## src/rtl/injector.sv

```systemverilog
// rtl/injector.sv - local flit injector: queues core flits and slots them into free ejector ports
module injector #(
  parameter int DEPTH        = 4,
  parameter int STARVE_LIMIT = 8
) (
  input  logic                    clk,
  input  logic                    rst,
  input  logic [9:0]              nad,
  input  logic [9:0]              sad,
  input  logic [9:0]              ead,
  input  logic [9:0]              wad,
  input  logic [9:0]              inj_flit,
  input  logic                    inj_valid,
  output logic                    inj_ready,
  output logic [9:0]              nout,
  output logic [9:0]              sout,
  output logic [9:0]              eout,
  output logic [9:0]              wout,
  output logic [$clog2(DEPTH):0]  fifo_count,
  output logic                    starve
);

  localparam int AW = $clog2(DEPTH);
  localparam int CW = $clog2(STARVE_LIMIT + 1);
  localparam logic [AW:0]   FULL_COUNT = (AW+1)'(DEPTH);
  localparam logic [CW-1:0] LIMIT      = CW'(STARVE_LIMIT);

  logic [9:0]    mem [DEPTH];
  logic [AW-1:0] rd_ptr;
  logic [AW-1:0] wr_ptr;
  logic [CW-1:0] starve_cnt;
  logic [CW-1:0] starve_cnt_next;
  logic [9:0]    head;
  logic [3:0]    free;
  logic [3:0]    sel;
  logic          nonempty;
  logic          push;
  logic          pop;

  // Readiness depends only on the registered count, so a pop never frees a slot in the same cycle
  assign inj_ready = (fifo_count != FULL_COUNT);
  assign nonempty  = (fifo_count != '0);
  assign push      = inj_valid && inj_ready;
  assign head      = mem[rd_ptr];
  // bit0 = N, bit1 = S, bit2 = E, bit3 = W
  assign free      = {~wad[9], ~ead[9], ~sad[9], ~nad[9]};
  assign pop       = |sel;

  // Pick the first free port in N, S, E, W order for the current head flit
  always_comb begin
    sel = 4'b0000;
    if (nonempty) begin
      if (free[0])      sel = 4'b0001;
      else if (free[1]) sel = 4'b0010;
      else if (free[2]) sel = 4'b0100;
      else if (free[3]) sel = 4'b1000;
    end
  end

  // Starve counter counts blocked cycles with a waiting head and saturates at the limit
  always_comb begin
    starve_cnt_next = '0;
    if (nonempty && (free == 4'b0000)) begin
      if (starve_cnt == LIMIT) starve_cnt_next = starve_cnt;
      else                     starve_cnt_next = starve_cnt + 1'b1;
    end
  end

  // FIFO storage write; pointers are reset separately so stale entries are harmless
  always_ff @(posedge clk) begin
    if (!rst && push) mem[wr_ptr] <= inj_flit;
  end

  // FIFO pointers and occupancy; power-of-two depth lets pointers wrap naturally
  always_ff @(posedge clk) begin
    if (rst) begin
      rd_ptr     <= '0;
      wr_ptr     <= '0;
      fifo_count <= '0;
    end else begin
      if (push) wr_ptr <= wr_ptr + 1'b1;
      if (pop)  rd_ptr <= rd_ptr + 1'b1;
      case ({push, pop})
        2'b10:   fifo_count <= fifo_count + 1'b1;
        2'b01:   fifo_count <= fifo_count - 1'b1;
        default: fifo_count <= fifo_count;
      endcase
    end
  end

  // Starve state register; flag mirrors the saturated counter value
  always_ff @(posedge clk) begin
    if (rst) begin
      starve_cnt <= '0;
      starve     <= 1'b0;
    end else begin
      starve_cnt <= starve_cnt_next;
      starve     <= (starve_cnt_next == LIMIT);
    end
  end

  // Output ports: pass-through everywhere except the single selected port
  always_ff @(posedge clk) begin
    if (rst) begin
      nout <= '0;
      sout <= '0;
      eout <= '0;
      wout <= '0;
    end else begin
      nout <= sel[0] ? head : nad;
      sout <= sel[1] ? head : sad;
      eout <= sel[2] ? head : ead;
      wout <= sel[3] ? head : wad;
    end
  end

endmodule
```

## config.mk

```make
export PLATFORM = sky130hd
export DESIGN_NAME = injector
export DESIGN_NICKNAME = d
export VERILOG_FILES = /design/src/rtl/injector.sv
export SDC_FILE = /design/constraint.sdc
export NUM_CORES = 1
export LEC_CHECK = 0
export CORE_AREA = 8 8 95 106
export CTS_BUF_LIST = sky130_fd_sc_hd__clkbuf_2 sky130_fd_sc_hd__clkbuf_4 sky130_fd_sc_hd__clkbuf_8
export DETAILED_ROUTE_END_ITERATION = 6
export DIE_AREA = 0 0 103 114
export PLACE_DENSITY_LB_ADDON = 0.25
export SYNTH_ARGS = -nofsm -noshare
export SYNTH_HDL_FRONTEND = slang
export SYNTH_SLANG_ARGS = --single-unit
```

## constraint.sdc

```tcl
create_clock -name clk -period 2.27 [get_ports clk]
set_input_delay 0.454 -clock clk [delete_from_list [all_inputs] [get_ports clk]]
set_output_delay 0.454 -clock clk [all_outputs]
set_load 0.01 [all_outputs]
```

After elaboration in Yosys (flattened, before gate mapping)
Memory sizes are Yosys's and may differ from the RTL's. A register that Yosys moved wholly into a read port is not among the register bits.
Index checks and enable logic that the tools add are counted.

cells by class
  mux-type cells = 16
  equal/unequal tests = 5
  add/sub/neg operators = 5
  shift-type cells = 0
  $lt $le $gt $ge = 0
  bitwise gates (word level) = 4
  reduce and logical (&&, ||, !) cells = 8
  multipliers = 0
  divide/modulo/power cells = 0

operator list
  operator                                              count
  two-way mux 10 bit                                    4
  two-way mux 4 bit                                     7
  equality test 4 bit (second input constant)           2
  one-hot mux 3 bit (2 select lines)                    1
  adder 2 x 1 -> 2 bit (second input constant)          2
  adder 4 x 1 -> 4 bit (second input constant)          1
  zero test 4 bit                                       1
  two-way mux 2 bit                                     2
  NOT 1 bit                                             4
  OR reduction 4 bit                                    1
  adder 3 x 1 -> 3 bit (second input constant)          1
  logical AND 1 bit                                     3
  != test 3 bit (second input constant)                 1
  nonzero test 3 bit                                    1
  subtractor 3 x 1 -> 3 bit (second input constant)     1
  equality test 2 x 1 -> 1 bit (second input constant)  1
  equality test 2 bit (second input constant)           1
  two-way mux 1 bit                                     2
  nonzero test 2 bit                                    1
  zero test 1 bit                                       1

word-level totals
  RAM bits = 40
  memory bits (read-only) = 0
  word-level logic and storage cells = 48
  bits of input ports = 53
  memories kept = 1
  output and inout port bits = 45
  bits in registers = 52
  bits in latches = 0

memories
  name  depth  width  rd ports  clocked after Yosys merged registers in  write ports  line  source
  mem   4      10     1         1                                        1            28    logic [9:0] mem [DEPTH];

Longest topological paths before layout
Gate-level depths: netlist (run 1).

  depth in word-level cells = 8
  gate-level depth with buffers = 10
  mapped depth without buffers = 9

Worst setup path after synthesis (run 1)
Ideal clock, no wire load.

  path kind = register to register
  start point = reg fifo_count[2]
  end point = reg fifo_count[2]
  library setup time = 70 ps
  data arrival time = 2279 ps
  buffers on the path = 0
  clock period less this slack = 2349 ps
  setup slack = -79 ps
  data required time = 2200 ps
  cell stages (with the launch flop) = 10
  path through = dfxtp_1 -> nor3b_1 -> inv_1 -> nand2_1 -> ha_1 -> inv_1 -> fa_1 -> xor2_1 -> or3_1 -> a21oi_1

on the way
  elaborated cells between the ends (all ways) = 11
  those cells by class = 2 x add/sub; 3 x eq/ne; 2 x mux; 4 x reduce/logical

RTL lines
  item                                                                      line  source
  from (decl)                                                               19    output logic [$clog2(DEPTH):0] fifo_count,
  from (signal assigned)                                                    84    2'b10: fifo_count <= fifo_count + 1'b1;
  from (signal assigned)                                                    85    2'b01: fifo_count <= fifo_count - 1'b1;
  from (signal assigned)                                                    86    default: fifo_count <= fifo_count;
  != test 3 bit (*)                                                         41    assign inj_ready = (fifo_count != FULL_COUNT);
  via inj_ready                                                             14    output logic inj_ready,
  logical AND 1 bit (*)                                                     43    assign push = inj_valid && inj_ready;
  equality test 2 x 1 -> 1 bit or equality test 2 bit (tied branches)       83    case ({push, pop})
  one-hot mux 3 bit (2 select lines) or nonzero test 2 bit (tied branches)  --

The timed path passes the listed nets; every way through them passes the cells marked *.
A chain may end at the register's enable or synchronous reset.

Worst setup path in the final report (run 1)
  start point = in wad[9]
  end point = reg fifo_count[2]

on the way
  longest elaborated chain between the ends = 8
  elaborated cells between the ends (all ways) = 10
  those cells by class = 2 x eq/ne; 6 x mux; 2 x reduce/logical

ends and longest elaborated chain
  item                                                                      line  source
  from (decl)                                                               11    input logic [9:0] wad,
  two-way mux 4 bit (*)                                                     56    else if (free[3]) sel = 4'b1000;
  two-way mux 4 bit (*)                                                     55    else if (free[2]) sel = 4'b0100;
  two-way mux 4 bit (*)                                                     54    else if (free[1]) sel = 4'b0010;
  two-way mux 4 bit (*)                                                     53    if (free[0]) sel = 4'b0001;
  two-way mux 4 bit (*)                                                     52    if (nonempty) begin
  OR reduction 4 bit (*)                                                    47    assign pop = |sel;
  equality test 2 x 1 -> 1 bit or equality test 2 bit (tied branches)       83
  one-hot mux 3 bit (2 select lines) or nonzero test 2 bit (tied branches)  --

Every way passes the cells marked *; elsewhere a longest branch is shown, timed or not.

==> results of run 1 <==
cell families after synthesis:
family | count (synthesis)
AOI/OAI and AO/OA | 77
DFF | 94
and+or+nand+nor | 57
adders and majority gates | 8
muxes | 10
xor gates and xnor gates | 4
buffers and inverters | 27
power by group through the flow:
stage / clock (mW) / sequential [mW] / combinational [mW]
global placement: 0 / 2.09 / 1.51
CTS: 1.14 / 2.06 / 1.56
finish: 1.11 / 2.07 / 1.54
global route: 1.18 / 2.09 / 1.66
detailed placement: 0 / 2.10 / 1.55
floorplan: 0 / 2.14 / 0.815
cells in the mapped netlist, types with 2 or more instances:
| library cell | n |
|---|---|
| xor2_1 | 3 |
| buf_4 | 2 |
| clkbuf_1 | 5 |
| mux4_2 | 10 |
| and2_1 | 4 |
| nor2_1 | 12 |
| nand3b_1 | 2 |
| o21ai_0 | 22 |
| or3_1 | 2 |
| nand2_1 | 2 |
| inv_1 | 12 |
| buf_2 | 3 |
| ha_1 | 7 |
| a31oi_1 | 2 |
| a21oi_1 | 28 |
| nand2b_1 | 2 |
| dfxtp_1 | 54 |
| nand3_1 | 23 |
| edfxtp_1 | 40 |
| a22o_1 | 18 |
registers in the layout, summed over array words and instances (netlist names), named ones only:
name        flops
eout           10
fifo_count      3
mem            40
nout           10
rd_ptr          2
sout           10
starve          1
starve_cnt      4
wout           10
wr_ptr          2
path summary, 6_finish.rpt:
check / startpoint / end / slack (ns)
setup / recovery: wad[9] / fifo_count[2] / 0.11
hold / removal: rd_ptr[1] / rd_ptr[1] / 0.49
setup reg to reg: fifo_count[1] / fifo_count[2] / 0.17
hold reg to reg: rd_ptr[1] / rd_ptr[1] / 0.49
layout make-up:
cell class                      instances  share of cell area
Timing Repair Buffer                  118               0.231
Multi-Input combinational cell        156               0.245
Sequential cell                        94               0.447
Tap cell                              111              0.0272
Clock inverter                          6              0.0135
Inverter                               14              0.0108
Clock buffer                           10              0.0257
through the flow:
| step | power [mW] | setup TNS [ns] |
|---|---|---|
| final | 4.72 | 0 |
| after global placement | 3.61 | -0.190 |
| after floorplan | 2.96 | 0 |
| after CTS | 4.76 | 0 |
| after global routing | 4.94 | 0 |
| after detailed placement | 3.65 | -0.258 |
critical path, cell delays in order:
cell	delay, ns
clkdlybuf4s50_1	0.42
and4_2	0.26
nor2_1	0.10
ha_1	0.17
inv_1	0.05
fa_1	0.37
xor2_1	0.16
or3_1	0.30
a21oi_1	0.15
per-layer routing:
metal	vias to the layer above	track usage	part of all wire
met5	-	0	0
met1	1288	0.185	0.40
met4	0	0.0725	0.016
met3	7	0.0329	0.088
met2	82	0.259	0.50
li1	1269	-	-
==> flow_summary.ini, run 1 <==
[clock_network]
cts_tree = built
insertion_delay_ns = 0.36
cts_root_buffer = clkbuf_8
htreeDepth = 3
clk_path_buf_depth = 2
clock_sinks = 94
post_cts_resized = 0
hold_buffers = 0
post_cts_buffers = 0
cts_made_buffers = 9
clk_pin_slew_ns = 0.09

[grt]
grt_pass1_wl_mm = 13.8
grt_max_degree = 24
grt_use_total = 0.155
antenna_found_initial = 0
grt.overflow.total = 0
grt_pass1_vias = 2585

[yosys]
synth_top_cell_area_share = 0.329
synth_fa_ha_area_frac = 0.0295
synth.area.mux_share = 0.0617
ys_seq_area_frac = 0.626
synthCells = 277
synth_area_leader_cell = edfxtp_1
synth_cell_types = 44
synth.area.top_cells = edfxtp_1 (33%), dfxtp_1 (30%), mux4_2 (6.2%), a22o_1 (4.3%), a21oi_1 (3.8%)
synth_edf_count = 40
synth_nets = 338
synth_xor_xnor_area_share = 0.00960
async_flop_share = 0
synth_top_family_by_area = compound AO/OA/AOI/OAI gates
ys_seq_elements = 94
syn_area_per_cell_sq_um = 13.2
synthSimpleGateAreaFrac = 0.0957
ys.flop_type = dfxtp_1
yosysWarnings = 0
synth_area_sq_um = 3650
synth_compound_area_frac = 0.144

[run_status]
status = complete, no violations

[placement]
hpwl_mm = 6.70
dpl_cell_area_sq_um = 4900
io_buffers = 97
placed_cells = 493
place_ws_ns = -0.258
gp_congestion = 0.787

[critical_path]
crit_arrival_ns = 2.44
reg2reg_depth = 9
cp-start-kind = input port
crit_required_ns = 2.55
cp_max_fo = 2
crit_type = in -> reg
critPathCaptureType = flop

[routing]
drc = 0
firstDrtPassIters = 4
drt-wirelength-per-cell_um = 17.8
routed_via_density = 5.20
drt-initial-drc-count = 133
vias = 2646
antenna_left = 0
wirelength_mm = 9.07

[pwr]
p_clk_frac = 0.235
swShare = 0.306
power_frac_comb = 0.327
p_int_mw = 3.27
leakagePower_nw = 1.78
p_seq_frac = 0.438
power_density_nw_per_um2 = 923
power.switching_mw = 1.45
ir_drop_mv = 0.395

[floorplanning]
start_util = 0.443
rows = 35
die_h_um = 114
core_area_sq_um = 8230
dieWidth_um = 103
die_area_sq_um = 11700
io_pins = 98

[timing]
post-route-period-util = 0.950
drv_slew = 0
min_period_ns = 2.16
setup_viol_count_final = 0
clock.fmax_mhz = 464
worst_pin_slew_ns = 0.715
skew_ns = 0.0189
layout_setup_ws_ns = 0.114
slew_headroom = 0.522
final-hold-violation-count = 0
hold_ws_ns = 0.493
rsz0062_at_grt = false

[cells_and_area]
utilization = 0.621
area.growth.synth_to_final_pct = 40.1
antenna_cells = 0
n_fill_cell = 669
final_cell_area_sq_um = 5110
final_cell_mix = clkdlybuf4s50_1 (97), dfxtp_1 (52), edfxtp_1 (40)
drive_above_1_share = 0.153
multi_input_area_sq_um = 1250
fin_cells = 509
final_common_cell = clkdlybuf4s50_1
final_nets = 454
regArea_sq_um = 2280

[min_path]
hold_depth = 2
hp-class = reg -> reg

[job]
cap_violations = 0
Power figures use the tool's default switching activity.
==> run 2, diff against run 1 <==
==> config.mk (replaced) <==
export PLATFORM = sky130hd
export DESIGN_NAME = injector
export DESIGN_NICKNAME = d
export VERILOG_FILES = /design/src/rtl/injector.sv
export SDC_FILE = /design/constraint.sdc
export NUM_CORES = 1
export LEC_CHECK = 0
export CORE_AREA = 8 8 107 119
export DETAILED_ROUTE_END_ITERATION = 6
export DIE_AREA = 0 0 115 127
export PLACE_DENSITY_LB_ADDON = 0.25
export SYNTH_ARGS = -nofsm -noshare
export SYNTH_HDL_FRONTEND = slang
export SYNTH_SLANG_ARGS = --single-unit
==> run 2 against run 1 <==
  * Maximum frequency fell by 2.5%
  * Cell area up 2.7%
  * Sequential share of layout area down 1.2 points
  * Clock power grew 37%
  * Die area up 24%
  * Setup slack worse by 0.055 ns
  * Count of clock-buffer cells in the layout fell by 1
==> flow_summary.ini, run 2 (synthesized netlist as in run 1, its figures left out) <==
[clock_network]
post_cts_buffers = 0
insertion_delay_ns = 0.34
cts_made_buffers = 9
cts_tree = built
clk_path_buf_depth = 2
clock_sinks = 94
cts_root_buffer = clkbuf_16
clk_pin_slew_ns = 0.07
htreeDepth = 3
hold_buffers = 0

[critical_path]
reg2reg_depth = 9
crit-reg2reg-capture = fifo_count[2]
reg2reg_from = fifo_count[0]
crit_type = in -> reg
endpoint = fifo_count[2]
rrSetupSlack_ns = 0.11
cp-start-kind = input port
critPathCaptureType = flop
crit_arrival_ns = 2.49
startpoint = wad[9]
cp_max_fo = 2
crit_required_ns = 2.55

[cells_and_area]
antenna_cells = 0
final_nets = 452
final_cell_mix = clkdlybuf4s50_1 (97), dfxtp_1 (53), edfxtp_1 (40)
top_register = mem
largest_reg_flops = 40
fin_cells = 543
final_cell_area_sq_um = 5250
drive_above_1_share = 0.154
final_common_cell = clkdlybuf4s50_1
n_fill_cell = 990
area.growth.synth_to_final_pct = 43.8

[placement]
io_buffers = 97
placed_cells = 527
gp_congestion = 0.726
dpl_cell_area_sq_um = 4930
hpwl_mm = 7.00
place_ws_ns = -0.324

[grt]
grt_use_total = 0.130
antenna_found_initial = 0
grt.overflow.total = 0
grt_max_degree = 19
grt_pass1_wl_mm = 14.5
grt_pass1_vias = 2683

[pwr]
leakagePower_nw = 1.82
ir_drop_mv = 0.344
power_density_nw_per_um2 = 979

[routing]
wl_met2_mm = 4.64
firstDrtPassIters = 4
vias = 2622
wl_met3_um = 661
routed_via_density = 4.83
drt-wirelength-per-cell_um = 17.2
drc = 0
top_layer_used = met4
antenna_left = 0
wirelength_mm = 9.36
met1_length_mm = 3.83
drt-initial-drc-count = 119

[floorplanning]
rows = 40
start_util = 0.341
die_area_sq_um = 14600
die_h_um = 127
dieWidth_um = 115
core_area_sq_um = 10700
io_pins = 98

[timing]
drv_slew = 0
rsz0062_at_grt = false
final-hold-violation-count = 0
layout_setup_ws_ns = 0.0592
post-route-period-util = 0.974
setup_viol_count_final = 0
min_period_ns = 2.21
skew_ns = 0.00859
slew_headroom = 0.532
worst_pin_slew_ns = 0.701
clock.fmax_mhz = 452

[run_status]
status = complete, no violations

[job]
cap_violations = 0

[min_path]
hp-class = reg -> reg
## run 2: report_power, final
group / internal (mW) / switching (mW) / total (mW)
Sequential: 1.96 / 0.104 / 2.07
Combinational: 0.776 / 0.775 / 1.55
Clock: 0.865 / 0.654 / 1.52
Total: 3.60 / 1.53 / 5.14
## run 2: per-layer routing
| metal | global-route usage | vias to the layer above |
|---|---|---|
| met5 | 0 | - |
| met4 | 0.0650 | 0 |
| met3 | 0.0278 | 15 |
| met2 | 0.221 | 85 |
| met1 | 0.152 | 1258 |
| li1 | - | 1264 |
## run 2: through the flow
step | setup TNS, ns | power (mW) | util | hold WS, ns
floorplan | 0 | 2.96 | - | 0.453
global placement | -0.249 | 3.62 | 0.461 | 0.477
detailed placement | -0.377 | 3.65 | 0.461 | 0.502
CTS | 0 | 5.19 | 0.489 | 0.513
global route | 0 | 5.39 | 0.490 | 0.532
finish | 0 | 5.14 | 0.490 | 0.519
## run 2: final cells by class
class,instances,area (sq um),area share
clock buffers,9,225,0.0429
repair buffers,116,1160,0.222
multi-input cells,156,1260,0.240
well taps,147,184,0.0351
flip-flops and latches,94,2280,0.435
clock inverters,7,77.6,0.0148
inverters,14,55.1,0.0105
## run 2: how the worst min path moves through the flow
| stage | startpoint | slack (ns) | depth (start not counted) | to |
|---|---|---|---|---|
| after global placement | rd_ptr[1] | 0.48 | 2 | rd_ptr[1] |
| after floorplan | rd_ptr[1] | 0.45 | 2 | flop |
| after detailed placement | rd_ptr[1] | 0.50 | 2 | rd_ptr[1] |
| final | rd_ptr[1] | 0.52 | 2 | rd_ptr[1] |
| after CTS | rd_ptr[1] | 0.51 | 2 | rd_ptr[1] |
| after global routing | rd_ptr[1] | 0.53 | 2 | rd_ptr[1] |
## run 2: timing repair
action                                  CTS  global route
pin swaps                                 0             1
endpoints found under the setup margin    1             1
cloned                                    0             0
gates resized for setup                   1             4
## run 2: worst max-delay path: stages
cell and delay (ns):
clkdlybuf4s50_1 0.44, and4_2 0.27, nor2_2 0.09, ha_2 0.19, inv_1 0.05, fa_1 0.38, xor2_1 0.16, or3_1 0.31
a21oi_1 0.13
